**config.mk**
```make
export PLATFORM = sky130hd
export DESIGN_NAME = bottom_s_sketch_flat
export DESIGN_NICKNAME = d
export VERILOG_FILES = /design/src/rtl/minhash_pkg.sv /design/src/rtl/bottom_s_sketch_if.sv /design/src/rtl/sketch_slot.sv /design/src/rtl/bottom_s_sketch.sv /design/src/flat_wrapper.sv
export SDC_FILE = /design/constraint.sdc
export NUM_CORES = 1
export LEC_CHECK = 0
export ABC_AREA = 0
export CORE_MARGIN = 10
export CORE_UTILIZATION = 50
export CTS_CLUSTER_SIZE = 24
export DETAILED_ROUTE_END_ITERATION = 10
export GPL_TIMING_DRIVEN = 1
export PLACE_DENSITY = 0.85
export REMOVE_ABC_BUFFERS = 1
export SLEW_MARGIN = 20
export SYNTH_ARGS = -nofsm -noshare
export SYNTH_HDL_FRONTEND = slang
export SYNTH_HIERARCHICAL = 1
export SYNTH_SLANG_ARGS = --single-unit
```
**constraint.sdc**
```tcl
create_clock -name clk -period 3.8 [get_ports clk]
set_input_delay 0.76 -clock clk [delete_from_list [all_inputs] [get_ports clk]]
set_output_delay 0.76 -clock clk [all_outputs]
set_load 0.01 [all_outputs]
```
**src/rtl/minhash_pkg.sv**
```systemverilog
// Shared types for the bottom-S MinHash sketch: hash word, sequencer states, all-ones sentinel.
package minhash_pkg;

    localparam int HASH_W_DEF = 32;

    typedef logic [HASH_W_DEF-1:0] hash_t;

    typedef enum logic [1:0] {
        SK_IDLE,
        SK_ACCUM,
        SK_EMIT
    } sk_state_e;

    localparam hash_t HASH_MAX = '1;

endpackage

```
**src/rtl/bottom_s_sketch_if.sv**
```systemverilog
// Hash-in / sketch-out bundle between the murmur stage, the sketch unit and the signature stage.
interface bottom_s_sketch_if #(
    parameter int HASH_W = 32,
    parameter int S      = 8,
    parameter int CNT_W  = 16
);
    localparam int CW = $clog2(S + 1);

    logic                       start;
    logic                       in_valid;
    logic                       in_ready;
    logic [HASH_W-1:0]          in_hash;
    logic                       in_last;
    logic                       sk_valid;
    logic                       sk_ready;
    logic [S-1:0][HASH_W-1:0]   sk_vals;
    logic [CW-1:0]              sk_count;
    logic [CNT_W-1:0]           n_seen;
    logic                       busy;

    modport slave (
        input  start, in_valid, in_hash, in_last, sk_ready,
        output in_ready, sk_valid, sk_vals, sk_count, n_seen, busy
    );

    modport master (
        output start, in_valid, in_hash, in_last, sk_ready,
        input  in_ready, sk_valid, sk_vals, sk_count, n_seen, busy
    );
endinterface

```
**src/rtl/sketch_slot.sv**
```systemverilog
// One sketch entry: held value/valid plus its compare against the incoming hash.
// An empty slot compares as "greater than anything", so it always accepts an insert.
module sketch_slot #(
    parameter int HASH_W = 32
) (
    input  logic              clk,
    input  logic              reset_n,
    input  logic              i_clear,
    input  logic [HASH_W-1:0] i_v,
    input  logic [HASH_W-1:0] i_left_val,
    input  logic              i_left_valid,
    input  logic              i_shift,
    input  logic              i_write,
    output logic              o_lt,
    output logic              o_eq,
    output logic [HASH_W-1:0] o_val,
    output logic              o_valid
);

    logic [HASH_W-1:0] r_val;
    logic              r_valid;

    always_ff @(posedge clk) begin
        if (!reset_n || i_clear) begin
            r_val   <= '1;
            r_valid <= 1'b0;
        end else if (i_write) begin
            r_val   <= i_v;
            r_valid <= 1'b1;
        end else if (i_shift) begin
            r_val   <= i_left_val;
            r_valid <= i_left_valid;
        end
    end

    assign o_lt    = !r_valid || (i_v < r_val);
    assign o_eq    = r_valid && (i_v == r_val);
    assign o_val   = r_val;
    assign o_valid = r_valid;

endmodule

```
**src/rtl/bottom_s_sketch.sv**
```systemverilog
// Streaming bottom-S MinHash sketch: inserts one hash per clock into a sorted slot chain
// and presents the S smallest values at the end of each window.
//
//  state    | meaning
//  SK_IDLE  | waiting for start; last sketch left on the outputs
//  SK_ACCUM | accepting hashes, one full insert per clock
//  SK_EMIT  | sketch presented, held until the consumer takes it
module bottom_s_sketch
    import minhash_pkg::*;
#(
    parameter int HASH_W = 32,
    parameter int S      = 8,
    parameter int DEDUP  = 1,
    parameter int CNT_W  = 16
) (
    input  logic               clk,
    input  logic               reset_n,
    bottom_s_sketch_if.slave   sk
);

    localparam int CW = $clog2(S + 1);
    localparam int PW = (S > 1) ? $clog2(S) : 1;

    sk_state_e r_state, w_next;

    logic [S-1:0]              w_lt, w_eq, w_valid, w_write, w_shift;
    logic [S-1:0][HASH_W-1:0]  w_vals;
    logic [PW-1:0]             w_p;
    logic                      w_accept, w_clear, w_insert, w_drop_dup;
    logic                      w_in_ready, w_sk_valid, w_busy;
    logic [CW-1:0]             r_count;
    logic [CNT_W-1:0]          r_nseen;

    always_ff @(posedge clk) begin
        if (!reset_n) r_state <= SK_IDLE;
        else          r_state <= w_next;
    end

    always_comb begin
        w_next = r_state;
        case (r_state)
            SK_IDLE:  if (sk.start)               w_next = SK_ACCUM;
            SK_ACCUM: if (w_accept && sk.in_last) w_next = SK_EMIT;
            SK_EMIT:  if (sk.sk_ready)            w_next = SK_IDLE;
            default:                              w_next = SK_IDLE;
        endcase
    end

    always_comb begin
        w_in_ready = 1'b0;
        w_sk_valid = 1'b0;
        w_busy     = 1'b1;
        case (r_state)
            SK_IDLE:  w_busy     = 1'b0;
            SK_ACCUM: w_in_ready = 1'b1;
            SK_EMIT:  w_sk_valid = 1'b1;
            default:  w_busy     = 1'b0;
        endcase
    end

    assign w_accept   = sk.in_valid && w_in_ready;
    assign w_clear    = (r_state == SK_IDLE) && sk.start;
    assign w_drop_dup = (DEDUP != 0) && (|w_eq);
    assign w_insert   = w_accept && !w_drop_dup && (|w_lt);

    // Lowest slot that the new value belongs in; meaningful only when |w_lt.
    always_comb begin
        w_p = '0;
        for (int i = S - 1; i >= 0; i--) begin
            if (w_lt[i]) w_p = PW'(i);
        end
    end

    always_comb begin
        w_write = '0;
        w_shift = '0;
        for (int i = 0; i < S; i++) begin
            w_write[i] = w_insert && (PW'(i) == w_p);
            w_shift[i] = w_insert && (PW'(i) >  w_p);
        end
    end

    for (genvar g = 0; g < S; g++) begin : g_slot
        logic [HASH_W-1:0] w_left_val;
        logic              w_left_valid;
        if (g == 0) begin : g_first
            assign w_left_val   = '1;
            assign w_left_valid = 1'b0;
        end else begin : g_rest
            assign w_left_val   = w_vals[g-1];
            assign w_left_valid = w_valid[g-1];
        end
        sketch_slot #(.HASH_W(HASH_W)) u_slot (
            .clk          (clk),
            .reset_n      (reset_n),
            .i_clear      (w_clear),
            .i_v          (sk.in_hash),
            .i_left_val   (w_left_val),
            .i_left_valid (w_left_valid),
            .i_shift      (w_shift[g]),
            .i_write      (w_write[g]),
            .o_lt         (w_lt[g]),
            .o_eq         (w_eq[g]),
            .o_val        (w_vals[g]),
            .o_valid      (w_valid[g])
        );
    end

    always_ff @(posedge clk) begin
        if (!reset_n || w_clear) begin
            r_count <= '0;
            r_nseen <= '0;
        end else begin
            if (w_insert && (r_count != CW'(S))) r_count <= r_count + 1'b1;
            if (w_accept && (r_nseen != '1))     r_nseen <= r_nseen + 1'b1;
        end
    end

    assign sk.in_ready = w_in_ready;
    assign sk.sk_valid = w_sk_valid;
    assign sk.busy     = w_busy;
    assign sk.sk_vals  = w_vals;
    assign sk.sk_count = r_count;
    assign sk.n_seen   = r_nseen;

endmodule

```
**src/flat_wrapper.sv**
```systemverilog
// flat-port wrapper written by rule: the top's interface ports become plain ports
module bottom_s_sketch_flat import minhash_pkg::*;
#(
    parameter int HASH_W = 32,
    parameter int S      = 8,
    parameter int DEDUP  = 1,
    parameter int CNT_W  = 16
)
  (clk, reset_n, sk_start, sk_in_valid, sk_in_hash, sk_in_last, sk_sk_ready, sk_in_ready, sk_sk_valid, sk_sk_vals, sk_sk_count, sk_n_seen, sk_busy);
  bottom_s_sketch_if #(.HASH_W(HASH_W), .S(S), .CNT_W(CNT_W)) sk_i ();
  input  logic clk;
  input  logic reset_n;
  input wire logic [$bits(sk_i.start)-1:0] sk_start;
  input wire logic [$bits(sk_i.in_valid)-1:0] sk_in_valid;
  input wire logic [$bits(sk_i.in_hash)-1:0] sk_in_hash;
  input wire logic [$bits(sk_i.in_last)-1:0] sk_in_last;
  input wire logic [$bits(sk_i.sk_ready)-1:0] sk_sk_ready;
  output wire logic [$bits(sk_i.in_ready)-1:0] sk_in_ready;
  output wire logic [$bits(sk_i.sk_valid)-1:0] sk_sk_valid;
  output wire logic [$bits(sk_i.sk_vals)-1:0] sk_sk_vals;
  output wire logic [$bits(sk_i.sk_count)-1:0] sk_sk_count;
  output wire logic [$bits(sk_i.n_seen)-1:0] sk_n_seen;
  output wire logic [$bits(sk_i.busy)-1:0] sk_busy;
  assign sk_i.start = sk_start;
  assign sk_i.in_valid = sk_in_valid;
  assign sk_i.in_hash = sk_in_hash;
  assign sk_i.in_last = sk_in_last;
  assign sk_i.sk_ready = sk_sk_ready;
  assign sk_in_ready = sk_i.in_ready;
  assign sk_sk_valid = sk_i.sk_valid;
  assign sk_sk_vals = sk_i.sk_vals;
  assign sk_sk_count = sk_i.sk_count;
  assign sk_n_seen = sk_i.n_seen;
  assign sk_busy = sk_i.busy;
  bottom_s_sketch #(.HASH_W(HASH_W), .S(S), .DEDUP(DEDUP), .CNT_W(CNT_W)) u_core (.clk(clk), .reset_n(reset_n), .sk(sk_i));
endmodule
```
# [Word level (Yosys, flattened, before mapping)]
# Index checks and enable logic that the tools add are counted.
[word_totals] reg_bits=286 elab_cells=170 inputBits=38
[classes] eq_ne=22 muxes=47 n_reduce_logical=64 magnitude_cmp=16 n_addsub=2
[op_table] operator="two-way mux 32 bit" n=16
[op_table] operator="equality test 32 bit" n=8
[op_table] operator="less-than comparator 32 bit" n=8
[op_table] operator="logical AND 1 bit" n=31
[op_table] operator="two-way mux 3 bit" n=8
[op_table] operator="two-way mux 1 bit" n=19
[op_table] operator="adder 16 x 1 -> 16 bit (second input constant)" n=1
[op_table] operator="inequality test 16 bit (second input constant)" n=1
[op_table] operator="nonzero test 2 bit" n=8
[op_table] operator="OR reduction 8 bit" n=2
[op_table] operator="equality test 3 bit (first input constant)" n=4
[op_table] operator="> comparator 3 bit (first input constant)" n=4
[op_table] operator="logical NOT 1 bit" n=10
[op_table] operator="logical OR 1 bit" n=9
[op_table] operator="equality test 2 x 3 -> 1 bit (first input constant)" n=2
[op_table] operator="> comparator 1 x 3 -> 1 bit (first input constant)" n=2
[op_table] operator="> comparator 2 x 3 -> 1 bit (first input constant)" n=2
[op_table] operator="two-way mux 2 bit" n=3
[op_table] operator="case mux 2 bit (3 select lines)" n=1
[op_table] operator="adder 4 x 1 -> 4 bit (second input constant)" n=1
[op_table] operator="inequality test 2 bit (second input constant)" n=2
[op_table] operator="inequality test 4 bit (second input constant)" n=1
[op_table] operator="equality test 1 x 3 -> 1 bit (first input constant)" n=1
[op_table] operator="logical NOT 3 bit" n=1
[op_table] operator="other kinds (6)" n=6

# [Logic depth before layout (Yosys ltp)]
# Gate-level depths: netlist of run 1.
[logic_depth] word_depth=14 ltp_mapped=18 mapped_depth_nobuf=16

# [Hierarchy]
# The synthesis of run 1 kept the hierarchy.
[modules_own_cells] module="sketch_slot" area_each_um2=2284.7 cells_each=294 n_inst=8
[modules_own_cells] module="bottom_s_sketch" area_each_um2=1352.5 cells_each=172 n_inst=1

# [Worst setup path after synthesis of run 1]
# OpenSTA, ideal clock, no wires.
[synth_timing] kind="input to register" start="in sk_in_hash[14]" end="reg u_core.g_slot[5].u_slot.r_val[0]" required_ps=3671 setup_slack_ps=72 arrival_time_ps=3599 setup_ps=129 path_buffers=2 path_stages=12 cell_sequence="ha_1 -> nand4_1 -> nor4_1 -> a211oi_1 -> o21a_1 -> or4_1 -> or3_1 -> a21oi_1 -> buf_2 -> buf_2 -> mux2i_1 -> nand2_1"
[synth_via] elab_cells_between_ends=51 classes_between="order compare: 9; eq/ne: 9; mux: 9; reduce/logical: 24"
[synth_rtl] element="from (decl)" line_no="flat_wrapper.sv:15" source="input wire logic [$bits(sk_i.in_hash)-1:0] sk_in_hash;"
[synth_rtl] element="less-than comparator 32 bit (*)" line_no="sketch_slot.sv:36" source="assign o_lt = !r_valid || (i_v < r_val);"
[synth_rtl] element="logical OR 1 bit (*)" line_no="sketch_slot.sv:36"
[synth_rtl] element="net u_core.w_lt[0]" line_no="bottom_s_sketch.sv:26" source="logic [S-1:0] w_lt, w_eq, w_valid, w_write, w_shift;"
[synth_rtl] element="two-way mux 3 bit / OR reduction 8 bit (equally long branches)" line_no="bottom_s_sketch.sv:70, bottom_s_sketch.sv:64"
[synth_rtl] element="equality test 3 bit / logical AND 1 bit (equally long branches)" line_no="bottom_s_sketch.sv:78, bottom_s_sketch.sv:64"
[synth_rtl] element="logical AND 1 bit (*)" line_no="bottom_s_sketch.sv:78" source="w_write[i] = w_insert && (PW'(i) == w_p);"
[synth_rtl] element="net u_core.w_write[5]" line_no="bottom_s_sketch.sv:26"
[synth_rtl] element="two-way mux 32 bit / nonzero test 2 bit (equally long branches)"
[synth_rtl] element="to (signal assigned)" line_no="sketch_slot.sv:28" source="r_val <= i_v;"
[synth_rtl] element="to (signal assigned)" line_no="sketch_slot.sv:31" source="r_val <= i_left_val;"
[synth_rtl] element="to (decl)" line_no="sketch_slot.sv:20" source="logic [HASH_W-1:0] r_val;"
# The timed path passes the listed nets; every way through them passes the cells marked *.
# A chain may end at the register's enable or synchronous reset.

# [Worst setup path in the final report of run 1]
[layout_timing] start="in sk_in_hash[14]" end="reg u_core.g_slot[7].u_slot.r_val[18]"
[layout_via] elab_cells_between_ends=51 classes_between="order compare: 9; eq/ne: 9; mux: 9; reduce/logical: 24"
[layout_rtl] element="less-than comparator 32 bit (*)" line_no="sketch_slot.sv:36"
[layout_rtl] element="logical OR 1 bit (*)" line_no="sketch_slot.sv:36"
[layout_rtl] element="net u_core.w_lt[6]" line_no="bottom_s_sketch.sv:26"
[layout_rtl] element="two-way mux 3 bit (7 in series)" line_no="bottom_s_sketch.sv:70" source="if (w_lt[i]) w_p = PW'(i);"
[layout_rtl] element="> comparator 3 bit" line_no="bottom_s_sketch.sv:79" source="w_shift[i] = w_insert && (PW'(i) > w_p);"
[layout_rtl] element="logical AND 1 bit (*)" line_no="bottom_s_sketch.sv:79"
[layout_rtl] element="net u_core.w_shift[7]" line_no="bottom_s_sketch.sv:26"
[layout_rtl] element="nonzero test 2 bit (no line) (*)"
[layout_rtl] element="to (signal assigned)" line_no="sketch_slot.sv:28"
[layout_rtl] element="to (signal assigned)" line_no="sketch_slot.sv:31"
[layout_rtl] element="to (decl)" line_no="sketch_slot.sv:20"
# Marked as above.

==> results of run 1 <==
-- what timing repair did --
item,CTS,global route
setup buffers,48,32
pin swaps,55,68
endpoints found under the setup margin,235,231
gates resized for setup,166,133
gates cloned,15,6
-- sequential cells by signal (all words and copies together) (netlist names) --
| name | count |
|---|---|
| u_core/g_slot.u_slot/o_val | 256 |
| u_core/g_slot.u_slot/o_valid | 8 |
| u_core/r_state | 2 |
| u_core/sk.n_seen | 16 |
| u_core/sk.sk_count | 4 |
-- worst max-delay path: stages --
cell	delay, ps
buf_6	90
buf_8	140
buf_12	140
ha_4	230
buf_4	140
a21oi_2	160
nand2_1	210
a221o_1	440
a211oi_2	260
o21a_1	210
buf_4	140
nand2b_4	120
a21oi_4	70
o21bai_4	150
nor2b_4	70
o31ai_4	330
buf_6	190
buf_12	120
buf_16	120
o21ai_4	60
mux2i_2	180
nand2_1	90
-- cells in the mapped netlist, drive strengths merged, types with 17 or more instances --
library cell	count	area share
a21oi	111	0.030
and4	17	0.0076
buf	41	0.010
clkbuf	81	0.015
dfxtp	286	0.29
ha	263	0.17
inv	286	0.055
mux2i	259	0.13
nand2	593	0.11
nand3	41	0.010
nand4	46	0.015
nor2	55	0.011
o21ai	282	0.073
-- power by group --
part / switching [mW] / internal (mW) / leakage (nW)
logic: 3.45 / 2.89 / 10.7
registers: 0.464 / 3.45 / 2.33
clock network: 1.38 / 2.07 / 0.571
-- metrics by stage --
stage	power [mW]	instances	instance area, um^2	setup WS (ps)	hold slack (ps)
after floorplan	6.85	2434	19200	-2700	509
after global placement	9.05	3459	25200	-986	523
after detailed placement	9.30	3459	25200	-1090	537
after CTS	13.1	3583	27900	3.89	559
after global routing	14.4	3617	28800	-217	594
final	13.7	3617	28800	-224	553
-- routing by layer --
layer | part of all wire | vias up
met1 | 0.37 | 10100
li1 | - | 9643
met3 | 0.11 | 363
met5 | 0 | -
met2 | 0.45 | 1346
met4 | 0.061 | 0
-- cells by family (layout without fill, tap and decap cells) --
kind of cell	count (synthesis)	count (layout)	share of synthesized area
other	2	34	0.000383
adders and majority gates	263	263	0.168
muxes	275	275	0.141
DFF	286	286	0.292
and+or+nand+nor	810	810	0.178
xor gates and xnor gates	14	14	0.00625
buffers and inverters	408	951	0.0806
AOI/OAI and AO/OA	466	466	0.135
-- layout make-up --
class | count | area (um^2)
repair buffers | 604 | 6400
flip-flops and latches | 286 | 5730
inverters | 286 | 1070
clock buffers | 53 | 1070
multi-input cells | 1862 | 13800
well taps | 518 | 648
clock inverters | 8 | 92.6
fillers | 2530 | 9960
-- final timing paths --
check / from / endpoint / slack, ps / cells after the start
setup / recovery: sk_in_hash[14] / u_core/g_slot[7].u_slot/o_val[18] / -220 / 22
hold reg to reg: u_core/r_state[1] / u_core/r_state[1] / 550 / 2
hold / removal: u_core/r_state[1] / u_core/r_state[1] / 550 / 2
setup reg to reg: u_core/g_slot[5].u_slot/o_val[9] / u_core/g_slot[7].u_slot/o_val[18] / -120 / 20
==> flow_summary.json, run 1 <==
{
  "synth_cell_types": 46,
  "initial_core_util": 0.507,
  "routed_via_density": 5.93,
  "ys_seq_area_frac": 0.292,
  "dp_hpwl_mm": 51.8,
  "antenna_left": 0,
  "fin_crit_sh": 1.06,
  "numCtsBuffers": 35,
  "finalHoldViolCount": 0,
  "p_leak_nw": 13.6,
  "worst_pin_slew_ps": 797,
  "drc_errors": 0,
  "slew_headroom": 0.467,
  "crit_fanout": 8,
  "antenna_cells": 0,
  "clk_pin_slew_worst_paths_ps": 60,
  "cts_root_buffer": "clkbuf_16",
  "min_path_type": "flip-flop to flip-flop",
  "grt_overflow": 0,
  "htreeDepth": 2,
  "dieArea_um2": 47600,
  "peakVddDrop_uv": 299,
  "place.gp.congestion": 0.925,
  "worstSetupPathType": "primary input to flip-flop",
  "area_growth_pct": 46.6,
  "clock.fmax_mhz": 249,
  "drive_gt1_frac": 0.176,
  "fin_crit_ps": 4020,
  "antenna_found_initial": 0,
  "syn_inst": 2524,
  "layout_commonest_cell": "nand2_1",
  "grt_max_degree": 65,
  "drt-wirelength-per-cell_um": 22.4,
  "first_global_vias": 21000,
  "power_density_nw_per_um2": 476,
  "violations": "setup timing",
  "hold_buffers": 0,
  "utilization": 0.743,
  "grt_usage": 0.296,
  "final_cell_mix": "586 x nand2_1, 286 x inv_1, 286 x dfxtp_1, 284 x clkdlybuf4s50_1, 255 x mux2i_1",
  "routed_wl_mm": 81.0,
  "clk-insertion-delay-late_ps": 530,
  "grtUsageMet1": 0.352,
  "yosysWarnings": 6,
  "use_met3": 0.0761,
  "nNetsFinal": 3376,
  "met2_usage": 0.485,
  "fin_skew_ps": 18.1,
  "num_io_pins": 317,
  "setup_viol": 175,
  "clk_path_buf_depth": 3,
  "layout_setup_ws_ps": -224,
  "placementRows": 72,
  "drv_slew": 0,
  "crit_path_start_kind": "primary input",
  "cts.sink_count": 286,
  "rsz0062_at_grt": "true",
  "syn_area_per_cell_um2": 7.78,
  "cp.arrival_ps": 4430,
  "dieHeight_um": 218,
  "drtPass1Iterations": 8,
  "async_reset_ff_frac": 0,
  "portBuffers": 316,
  "crit_path_end_kind": "flip-flop",
  "ys.flop_type": "dfxtp_1",
  "synth_edf_count": 0,
  "required_ps": 4200,
  "drtIter0Drc": 2444,
  "grt.busiest_layer": "met2",
  "vias": 21400,
  "grt_pass1_wl_mm": 114,
  "die_x_um": 218,
  "synthesis.area_um2": 19600,
  "ys_ff_latch": 286,
  "tns_ps": -15130,
  "drv_cap": 0,
  "cts_tree": "yes",
  "coreArea_um2": 38700,
  "outcome": "finished with violations"
}
Note: power is estimated with default switching activity, not from simulation.
==> run 2: changes to the inputs <==
- SLEW_MARGIN: 20 -> unset
==> results of run 2 <==
Same layout as run 1: the final DEF is identical, and so are final timing and power.
